==> config.mk <==
export PLATFORM = sky130hd
export DESIGN_NAME = ble_encoder_arbiter
export DESIGN_NICKNAME = d
export VERILOG_FILES = /design/src/rtl/ble_arb_pkg.sv /design/src/rtl/rr_arbiter_2.sv /design/src/rtl/ble_encoder_arbiter.sv
export SDC_FILE = /design/constraint.sdc
export NUM_CORES = 1
export LEC_CHECK = 0
export ABC_AREA = 1
export CAP_MARGIN = 20
export CORE_AREA = 2 2 157 159
export DETAILED_ROUTE_END_ITERATION = 16
export DIE_AREA = 0 0 159 161
export HOLD_SLACK_MARGIN = 0.06
export PLACE_DENSITY = 0.74
export SLEW_MARGIN = 5
export SYNTH_ARGS = -nofsm -noshare
export SYNTH_HDL_FRONTEND = slang
export SYNTH_HIERARCHICAL = 1
export SYNTH_SLANG_ARGS = --single-unit
==> constraint.sdc <==
create_clock -name clk -period 2.8 [get_ports clk]
set_input_delay 0.42 -clock clk [delete_from_list [all_inputs] [get_ports clk]]
set_output_delay 0.42 -clock clk [all_outputs]
set_load 0.05 [all_outputs]
==> src/rtl/ble_arb_pkg.sv <==
// Shared types and defaults for the BLE encoder arbiter.
// State encoding, command codes and default bus widths.
package ble_arb_pkg;

  typedef enum logic [1:0] {
    IDLE  = 2'd0,
    START = 2'd1,
    WAIT  = 2'd2,
    DONE  = 2'd3
  } arb_state_t;

  localparam logic [3:0] BLE_CMD_TX = 4'h1;

  localparam int ARB_DATA_W  = 32;
  localparam int ARB_CMD_W   = 4;
  localparam int ARB_ENC_W   = 144;
  localparam int ARB_TMO_CYC = 1024;

  // Counter width able to hold cycles-1.
  function automatic int tmo_w(input int cycles);
    return (cycles > 2) ? $clog2(cycles) : 1;
  endfunction

endpackage

==> src/rtl/rr_arbiter_2.sv <==
// Two-way round-robin grant: req0/req1/last_grant in,
// grant_valid/grant_idx out (combinational).
module rr_arbiter_2 (
  input  logic req0,
  input  logic req1,
  input  logic last_grant,
  output logic grant_valid,
  output logic grant_idx
);

  assign grant_valid = req0 | req1;

  always_comb begin
    grant_idx = 1'b0;
    unique case (1'b1)
      (req0 & req1):  grant_idx = ~last_grant;
      (req0 & ~req1): grant_idx = 1'b0;
      (~req0 & req1): grant_idx = 1'b1;
      default:        grant_idx = 1'b0;
    endcase
  end

endmodule

==> src/rtl/ble_encoder_arbiter.sv <==
// Shares one bluetooth_encoder between host-rx (req0) and
// device-rx (req1) paths with round-robin arbitration.
// Ports: clk, reset (async, active-low); reqN/reqN_data/
// reqN_cmd in, doneN/rsp_data/rsp_error/busy out; enc_*
// drive/observe the encoder start/done handshake.
// Build option: BLE_ARB_TIMEOUT_EN enables a WAIT-state
// watchdog of TIMEOUT_CYCLES that aborts with rsp_error.
module ble_encoder_arbiter
  import ble_arb_pkg::*;
#(
  parameter int DATA_W         = ARB_DATA_W,
  parameter int CMD_W          = ARB_CMD_W,
  parameter int ENC_W          = ARB_ENC_W,
  parameter int TIMEOUT_CYCLES = ARB_TMO_CYC
) (
  input  logic              clk,
  input  logic              reset,
  input  logic              req0,
  input  logic [DATA_W-1:0] req0_data,
  input  logic [CMD_W-1:0]  req0_cmd,
  input  logic              req1,
  input  logic [DATA_W-1:0] req1_data,
  input  logic [CMD_W-1:0]  req1_cmd,
  output logic              done0,
  output logic              done1,
  output logic [ENC_W-1:0]  rsp_data,
  output logic              rsp_error,
  output logic              busy,
  output logic [DATA_W-1:0] enc_input_data,
  output logic [CMD_W-1:0]  enc_cmd,
  output logic              enc_start,
  input  logic              enc_done,
  input  logic [ENC_W-1:0]  enc_output_data
);

  arb_state_t state;
  arb_state_t state_n;

  logic last_grant;
  logic grant_idx;
  logic arb_valid;
  logic arb_idx;
  logic enc_done_q;
  logic done_rise;
  logic tmo_hit;

  rr_arbiter_2 u_arb (
    .req0        (req0),
    .req1        (req1),
    .last_grant  (last_grant),
    .grant_valid (arb_valid),
    .grant_idx   (arb_idx)
  );

  // A done level left over from an earlier job
  // must not complete the current one.
  assign done_rise = enc_done & ~enc_done_q;

`ifdef BLE_ARB_TIMEOUT_EN
  localparam int TW = tmo_w(TIMEOUT_CYCLES);
  localparam logic [TW-1:0] TMO_LAST =
    TW'(TIMEOUT_CYCLES - 1);

  logic [TW-1:0] tmo_cnt;

  // Cleared in START so it reads 0 on the first WAIT cycle.
  always_ff @(posedge clk or negedge reset) begin
    if (!reset) begin
      tmo_cnt <= '0;
    end else if (state == START) begin
      tmo_cnt <= '0;
    end else if (state == WAIT) begin
      tmo_cnt <= tmo_cnt + 1'b1;
    end
  end

  assign tmo_hit = (state == WAIT) && (tmo_cnt == TMO_LAST);
`else
  assign tmo_hit = 1'b0;
`endif

  always_ff @(posedge clk or negedge reset) begin
    if (!reset) begin
      state <= IDLE;
    end else begin
      state <= state_n;
    end
  end

  always_comb begin
    state_n = state;
    unique case (state)
      IDLE:    if (arb_valid) state_n = START;
      START:   state_n = WAIT;
      WAIT:    if (done_rise || tmo_hit) state_n = DONE;
      DONE:    state_n = IDLE;
      default: state_n = IDLE;
    endcase
  end

  always_comb begin
    enc_start = 1'b0;
    done0     = 1'b0;
    done1     = 1'b0;
    busy      = 1'b0;
    unique case (state)
      IDLE:  busy = 1'b0;
      START: begin
        busy      = 1'b1;
        enc_start = 1'b1;
      end
      WAIT:  busy = 1'b1;
      DONE: begin
        busy  = 1'b1;
        done0 = ~grant_idx;
        done1 = grant_idx;
      end
      default: busy = 1'b0;
    endcase
  end

  always_ff @(posedge clk or negedge reset) begin
    if (!reset) begin
      enc_done_q     <= 1'b0;
      last_grant     <= 1'b1;
      grant_idx      <= 1'b0;
      enc_input_data <= '0;
      enc_cmd        <= '0;
      rsp_data       <= '0;
      rsp_error      <= 1'b0;
    end else begin
      enc_done_q <= enc_done;
      unique case (state)
        IDLE: begin
          if (arb_valid) begin
            grant_idx      <= arb_idx;
            enc_input_data <= arb_idx ? req1_data : req0_data;
            enc_cmd        <= arb_idx ? req1_cmd : req0_cmd;
          end
        end
        WAIT: begin
          // A real completion beats a same-cycle expiry.
          if (done_rise) begin
            rsp_data  <= enc_output_data;
            rsp_error <= 1'b0;
          end else if (tmo_hit) begin
            rsp_data  <= '0;
            rsp_error <= 1'b1;
          end
        end
        DONE: last_grant <= grant_idx;
        default: ;
      endcase
    end
  end

endmodule

# Word level (Yosys, flattened, before mapping)
# Cells that the tools add are included.
[word_totals] out_inout_bits=185 reg_bits=185 elab_cells=35 input_bits=221
[op_classes] reduce_logical=5 muxes=10 eq_ne=5 bitwise_logic=8
[ops] operator="32-bit 2-to-1 mux" n=1
[ops] operator="2-bit case mux with 4 select lines" n=1
[ops] operator="2-bit AND reduction" n=3
[ops] operator="2-bit equality test, second input constant" n=2
[ops] operator="2-bit 2-to-1 mux" n=2
[ops] operator="4-bit 2-to-1 mux" n=1
[ops] operator="2-bit inequality test, second input constant" n=2
[ops] operator="1-bit inverter" n=4
[ops] operator="1-bit case mux with 2 select lines" n=2
[ops] operator="1-bit bitwise AND" n=3
[ops] operator="1-bit 2-to-1 mux" n=3
[ops] operator="3-bit OR reduction" n=1
[ops] operator="2-bit by 1-bit equality test with 1-bit output, second input constant" n=1
[ops] operator="2-bit zero test" n=1
[ops] operator="1-bit OR" n=1

# Depth between registers and ports, before layout
# Gate-level depths: netlist (run 1).
[depth] ltp_word=4 depth_mapped=7 depth_no_buf=6

# By module
# The synthesis (run 1) kept the hierarchy.
[modules_own_cells] module="ble_encoder_arbiter" cells_each=877 area_per_inst_um2=7995.2 n_inst=1 seq_area_each_um2=4630.7
[modules_own_cells] module="rr_arbiter_2" cells_each=3 area_per_inst_um2=15.0 n_inst=1 seq_area_each_um2=0.0

# Least setup slack after synthesis (run 1)
# OpenSTA, ideal clock, no wires.
[synth_timing] path_type="register -> output" from="register state[0]" to="output port done0" path_slack_ns=1.157 n_path_buf=0 required_time_ns=2.380 arrival_ns=1.223 stages_incl_launch_ff=4 path_cell_list="dfrtp_1 ha_1 inv_1 nor2_1"
[synth_between] elab_chain_len=2
[synth_rtl] element="from (decl)" line_no="ble_encoder_arbiter.sv:36" source="arb_state_t state;"
[synth_rtl] element="from (signal assigned)" line_no="ble_encoder_arbiter.sv:86" source="state <= state_n;"
[synth_rtl] element="2-bit equality test" line_no="ble_encoder_arbiter.sv:106" source="unique case (state)"
[synth_rtl] element="1-bit 2-to-1 mux" line_no="ble_encoder_arbiter.sv:106"
[synth_rtl] element="to (decl)" line_no="ble_encoder_arbiter.sv:24" source="output logic done0,"
# No other way between the ends.

# Final worst setup path (run 1)
[layout_timing] from="register state[0]" to="output port busy"
[layout_between] elab_chain_len=3 elab_cells_between_ends=6 classes_between="eq/ne (3); mux (1); reduce/logical (2)"
[layout_rtl] element="2-bit equality test or 2-bit by 1-bit equality test with 1-bit output (tied branches)" line_no="ble_encoder_arbiter.sv:106"
[layout_rtl] element="3-bit OR reduction (no source line)"
[layout_rtl] element="1-bit case mux with 2 select lines (*)" line_no="ble_encoder_arbiter.sv:106"
[layout_rtl] element="to (decl)" line_no="ble_encoder_arbiter.sv:28" source="output logic busy,"
# Mark *: on every way between the ends. The rest lies on a longest branch, timed or not.

==> impl_metrics.py, run 1 <==
metrics = {
    "run_status": {
        "status": "finished, final reports clean",
    },
    "logic_synthesis": {
        "synth_enable_flop_cells": 0,
        "syn_area_per_cell_um2": 9.10,
        "async_reset_ff_frac": 1.00,
        "synth_cell_types": 22,
        "yosysSeqAreaShare": 0.578,
        "ys.flop_type": "dfrtp_1",
        "syn_nets": 1106,
        "ys_ff_latch": 185,
        "netlist_area_um2": 8010,
        "synthCells": 880,
        "yosysWarningCount": 6,
    },
    "sta": {
        "setup_tns_ps": 0,
        "period_needed_ps": 2480,
        "fin_ws_ps": 320,
        "hold_viol": 0,
        "max_clock_freq_mhz": 403,
        "worst_pin_slew_ps": 599,
        "post-route-period-util": 0.886,
        "grt_setup_unrepaired": "no",
        "maxSlewViolCount": 0,
        "max_slew_margin": 0.600,
        "finClkSkew_ps": 11.6,
        "setup-violations-final": 0,
    },
    "critical_path": {
        "critPathKind": "flip-flop to output port",
        "startpoint_type": "flip-flop",
        "rrSetupSlack_ps": 1120,
        "critPathCaptureType": "output port",
        "crit_fanout": 4,
        "cp.required_ps": 2380,
        "rr_worst_depth": 6,
        "r2r-end": "enc_input_data[8]$_DFFE_PN0P_",
        "timing.rr.start": "state[1]$_DFFE_PN0P_",
        "crit_arrival_ps": 2060,
    },
    "cts": {
        "cts_tree": "done",
        "clk_pin_slew_worst_paths_ps": 70,
        "cts_setup_buffers": 0,
        "insertion_delay_ps": 420,
        "cts.sinks": 185,
        "cts_buffers": 17,
        "clk_path_buf_depth": 2,
        "cts-htree-levels": 4,
        "cts_root_buf": "clkbuf_16",
    },
    "global_routing": {
        "grt_max_degree": 96,
        "globalRouteOverflowTotal": 0,
        "antenna_found_initial": 0,
        "grt_pass1_wl_mm": 37.0,
        "track_usage": 0.181,
        "grt_pass1_vias": 6914,
    },
    "placed_design": {
        "dpl_worst_slack_ps": 727,
        "place.port_buffers": 404,
        "gp_congestion": 0.802,
        "hpwlAfterDp_mm": 17.2,
    },
    "route": {
        "ant_nets": 0,
        "drt-total-wl_mm": 22.9,
        "wire_per_inst_um": 14.3,
        "via_count": 6874,
        "drt_iter0_markers": 362,
        "post-route-drc-count": 0,
        "dr.pass1.iters": 4,
        "viasPerCell": 4.28,
    },
    "floorplan": {
        "fp.dieW_um": 159,
        "die_h_um": 161,
        "num_io_pins": 406,
        "die-area_um2": 25600,
        "core_area_um2": 24000,
        "num_rows": 57,
        "initial_core_util": 0.334,
    },
    "power": {
        "powerDensity_nw_per_um2": 1360,
        "vdd_drop_max_mv": 0.901,
        "power_leakage_nw": 6.37,
    },
    "final_layout": {
        "drive_gt1_frac": 0.0779,
        "multi_input_area_um2": 2290,
        "layout_common_cells": "clkdlybuf4s50_1, nand2_1, inv_1",
        "syn_to_final_growth_pct": 60.4,
        "ff_latch_area_um2": 4630,
        "nets": 1496,
        "layout_commonest_cell": "clkdlybuf4s50_1",
        "antennaDiodeCount": 0,
        "nFillCells": 2214,
    },
    "hold_path": {
        "hold_path_depth": 2,
        "holdCritStartpoint": "last_grant$_DFFE_PN1N_",
        "min_to": "last_grant$_DFFE_PN1N_",
        "worst_hold_path_type": "flip-flop to flip-flop",
    },
    "job": {
        "cap_violations": 0,
    },
}
==> stage by stage <==
stage          total power [W]  std cells   util  cell area [µm²]  hold WS (ps)
3_5_place_dp            0.0152       1574  0.511            12200           457
3_3_place_gp            0.0150       1574  0.511            12200           455
2_1_floorplan           0.0115        880      -             8010           124
5_1_grt                 0.0184       1607  0.536            12800           489
4_1_cts                 0.0176       1607  0.536            12800           469
6_report                0.0175       1607  0.536            12800           468
==> metal layers <==
metal / share of wire / routed length [µm] / vias up / GRT usage
met5: 0 / 0 / - / 0
met4: 0.021 / 484 / 0 / 0.0558
met3: 0.079 / 1820 / 27 / 0.0601
met2: 0.48 / 11000 / 282 / 0.304
met1: 0.42 / 9580 / 3120 / 0.221
li1: - / - / 3445 / -
==> cells in the mapped netlist (2+ instances only) <==
cell	n	area share
dfrtp_1	184	0.57
ha_1	5	0.0078
o211ai_1	36	0.034
nand3_1	2	0.0012
o21ai_0	61	0.038
buf_6	24	0.034
buf_2	10	0.0062
inv_1	188	0.088
inv_2	2	0.00094
nand2_1	265	0.12
buf_4	2	0.0019
clkbuf_1	9	0.0042
o21ai_1	34	0.021
o21ai_2	50	0.055
==> repair_timing <==
| item | 4_1_cts | 5_1_grt |
|---|---|---|
| setup endpoints to repair | 0 | 0 |
| hold buffers | 1 | 0 |
| endpoints found under the hold margin | 60 | 0 |
| gates resized for setup | 0 | 0 |
==> cells by family (layout without fill, tap and decap cells) <==
logic type	count (synthesis)	count (layout)	share of synthesized area
compound gates	182	182	0.148
fa+ha+maj	5	5	0.00781
buf+inv	236	639	0.136
flops	185	185	0.578
other cells	1	1	0.000468
simple gates	271	271	0.130
==> power by group <==
group | leakage (nW) | switching, W | total, W | internal [W]
sequential | 2.29 | 0.000735 | 0.00478 | 0.00404
clock | 0.289 | 0.00119 | 0.00241 | 0.00122
combinational | 3.78 | 0.00693 | 0.0103 | 0.00336
==> cell type report <==
class	instances	area share
well taps	324	0.0316
repair buffers	417	0.328
clock inverters	14	0.0119
inverters	190	0.0555
flip-flops and latches	185	0.361
multi-input cells	459	0.179
clock buffers	18	0.0342
==> worst max path at each step <==
stage                    startpoint    end  cells past startpoint
2_1_floorplan  state[0]$_DFFE_PN0P_  done0                      3
3_3_place_gp   state[0]$_DFFE_PN0P_  done0                      4
3_5_place_dp   state[0]$_DFFE_PN0P_   busy                      4
4_1_cts        state[1]$_DFFE_PN0P_   busy                      4
5_1_grt        state[1]$_DFFE_PN0P_  done0                      4
6_report       state[0]$_DFFE_PN0P_   busy                      4
==> sequential cells by signal (all words and copies together) (netlist names) <==
| signal | count |
|---|---|
| rsp_data | 144 |
| enc_input_data | 32 |
| enc_cmd | 4 |
| state | 2 |
| enc_done_q | 1 |
| grant_idx | 1 |
| last_grant | 1 |
==> critical path: stages (launching register included) <==
cell and delay [ps]:
dfrtp_1 390, inv_1 100, ha_1 250, inv_1 100, clkdlybuf4s50_1 810
Note: power is estimated with default switching activity, not from simulation.
==> run 2: changes to the inputs <==
Settings changed: REMOVE_ABC_BUFFERS from default to 1, TNS_END_PERCENT from default to 100.
==> run 2 against run 1 <==
Total power fell by 0.17%. Sequential share of layout area rose by 0.17 points. Fmax rose by 2.4%. Combinational power barely moved. Routed wire length rose by 1.5%. First-iteration DRC count fell by 3.6%. Sequential cell count did not move. Critical path type unchanged. Largest cell class unchanged.
==> impl_metrics.py, run 2 (synthesized netlist as in run 1, its figures left out) <==
metrics = {
    "floorplan": {
        "die_h_um": 161,
        "fp.dieW_um": 159,
        "num_io_pins": 406,
        "core_area_um2": 24000,
        "die-area_um2": 25600,
        "initial_core_util": 0.334,
        "num_rows": 57,
    },
    "cts": {
        "cts_tree": "done",
        "post_cts_resized": 0,
        "cts_root_buf": "clkbuf_16",
        "clk_path_buf_depth": 2,
        "hold_buffers": 0,
        "clk_pin_slew_worst_paths_ps": 80,
        "cts-htree-levels": 4,
        "insertion_delay_ps": 420,
        "cts_setup_buffers": 0,
        "cts_buffers": 17,
        "cts.sinks": 185,
    },
    "global_routing": {
        "track_usage": 0.180,
        "grt_pass1_wl_mm": 36.9,
        "globalRouteOverflowTotal": 0,
        "grt_pass1_vias": 6940,
        "antenna_found_initial": 1,
        "grt_max_degree": 231,
    },
    "power": {
        "p_comb_frac": 0.590,
        "internal-power_w": 0.00859,
        "switchingPower_w": 0.00885,
        "clkPwrFrac": 0.135,
        "vdd_drop_max_mv": 0.901,
        "swShare": 0.507,
        "powerDensity_nw_per_um2": 1360,
        "power_w": 0.0174,
        "seqPwrFrac": 0.275,
        "power_leakage_nw": 6.33,
    },
    "final_layout": {
        "syn_to_final_growth_pct": 59.6,
        "nets": 1492,
        "nFillCells": 2183,
        "drive_gt1_frac": 0.0751,
        "stdcell_count": 1604,
        "layout_commonest_cell": "clkdlybuf4s50_1",
        "top_register": "rsp_data",
        "largest_reg_flops": 144,
        "top_regs": "rsp_data (144), enc_input_data (32), enc_cmd (4)",
        "layout_common_cells": "clkdlybuf4s50_1, nand2_1, inv_1",
    },
    "sta": {
        "setup-violations-final": 0,
        "finClkSkew_ps": 14.7,
        "worst_pin_slew_ps": 1130,
        "hold_viol": 0,
        "maxSlewViolCount": 0,
        "post-route-period-util": 0.865,
        "period_needed_ps": 2420,
        "max_slew_margin": 0.244,
        "max_clock_freq_mhz": 413,
        "grt_setup_unrepaired": "no",
    },
    "critical_path": {
        "crit_arrival_ps": 2000,
        "crit_fanout": 4,
        "critPathCaptureType": "output port",
        "crit_chain": "inv_1, ha_1, inv_1, clkdlybuf4s50_1",
        "startpoint_type": "flip-flop",
        "cpMostUsedCell": "inv_1",
        "worst_path_largest_cell_delay_ps": 800,
        "slowest_stage": "clkdlybuf4s50_1",
        "cp.required_ps": 2380,
        "critPathKind": "flip-flop to output port",
    },
    "placed_design": {
        "hpwlAfterDp_mm": 17.4,
        "gp_congestion": 0.817,
        "dp_cells": 1571,
        "place.port_buffers": 404,
    },
    "route": {
        "via_count": 6888,
        "post-route-drc-count": 0,
        "drt-total-wl_mm": 23.3,
        "viasPerCell": 4.29,
        "drt_iter0_markers": 349,
        "ant_nets": 0,
        "wire_per_inst_um": 14.5,
        "dr.pass1.iters": 4,
    },
    "job": {
        "cap_violations": 0,
    },
    "hold_path": {
        "worst_hold_path_type": "input pin to asynchronous set/reset pin",
    },
    "run_status": {
        "status": "finished, final reports clean",
    },
}
-- run 2: cell types whose count changed in the layout (fill, tap and decap cells not counted), moves of 2 or more --
cell and delta:
buf_4 -2, inv_8 -3, clkinv_4 +2, inv_6 +2
-- run 2: final timing paths --
path	from	cells past startpoint	slack [ps]	end
min in group clk	last_grant$_DFFE_PN1N_	2	470	last_grant$_DFFE_PN1N_
setup reg to reg	state[0]$_DFFE_PN0P_	5	690	rsp_data[25]$_DFFE_PN0P_
setup / recovery	state[0]$_DFFE_PN0P_	4	380	busy
hold / removal	reset	1	40	rsp_data[34]$_DFFE_PN0P_
max in group asynchronous	reset	2	2030	last_grant$_DFFE_PN1N_
hold reg to reg	last_grant$_DFFE_PN1N_	2	470	last_grant$_DFFE_PN1N_
-- run 2: layout make-up --
| class | instances | area [µm²] | area share |
|---|---|---|---|
| flip-flops and latches | 185 | 4630 | 0.362 |
| repair buffers | 413 | 4170 | 0.326 |
| multi-input cells | 459 | 2290 | 0.179 |
| inverters | 190 | 713 | 0.0558 |
| clock buffers | 19 | 443 | 0.0346 |
| well taps | 324 | 405 | 0.0317 |
| clock inverters | 13 | 130 | 0.0102 |
| diodes | 1 | 2.50 | 0.000196 |
-- run 2: per-stage QoR --
step / setup slack [ps] / setup TNS (ps) / util / hold slack [ps] / cell area (µm²)
final: 378 / 0 / 0.533 / 42.5 / 12800
after global routing: 266 / 0 / 0.533 / 87.6 / 12800
after CTS: 339 / 0 / 0.533 / 72.9 / 12800
after detailed placement: 594 / 0 / 0.509 / 464 / 12200
after global placement: 680 / 0 / 0.509 / 454 / 12200
after floorplan: -325 / -40440 / - / 124 / 7640
-- run 2: critical path: cells and delay by family (launching register included) --
kind	cells	cell delay (ps)
buffers and inverters	3	960
flip-flops	1	400
adder cells (fa/ha/maj)	1	230
-- run 2: per-layer routing --
layer	track usage	vias up	share of wire
met5	0	-	0.00056
met4	0.0517	2	0.023
met3	0.0724	37	0.094
met2	0.307	292	0.48
met1	0.211	3121	0.40
li1	-	3436	-
-- run 2: power by group through the flow --
| stage | Sequential [W] | Combinational [W] | Clock [W] |
|---|---|---|---|
| after floorplan | 0.00947 | 0.00188 | 0 |
| after global placement | 0.00478 | 0.0102 | 0 |
| after detailed placement | 0.00482 | 0.0104 | 0 |
| after CTS | 0.00481 | 0.0104 | 0.00243 |
| after global routing | 0.00496 | 0.0108 | 0.00253 |
| final | 0.00480 | 0.0103 | 0.00235 |
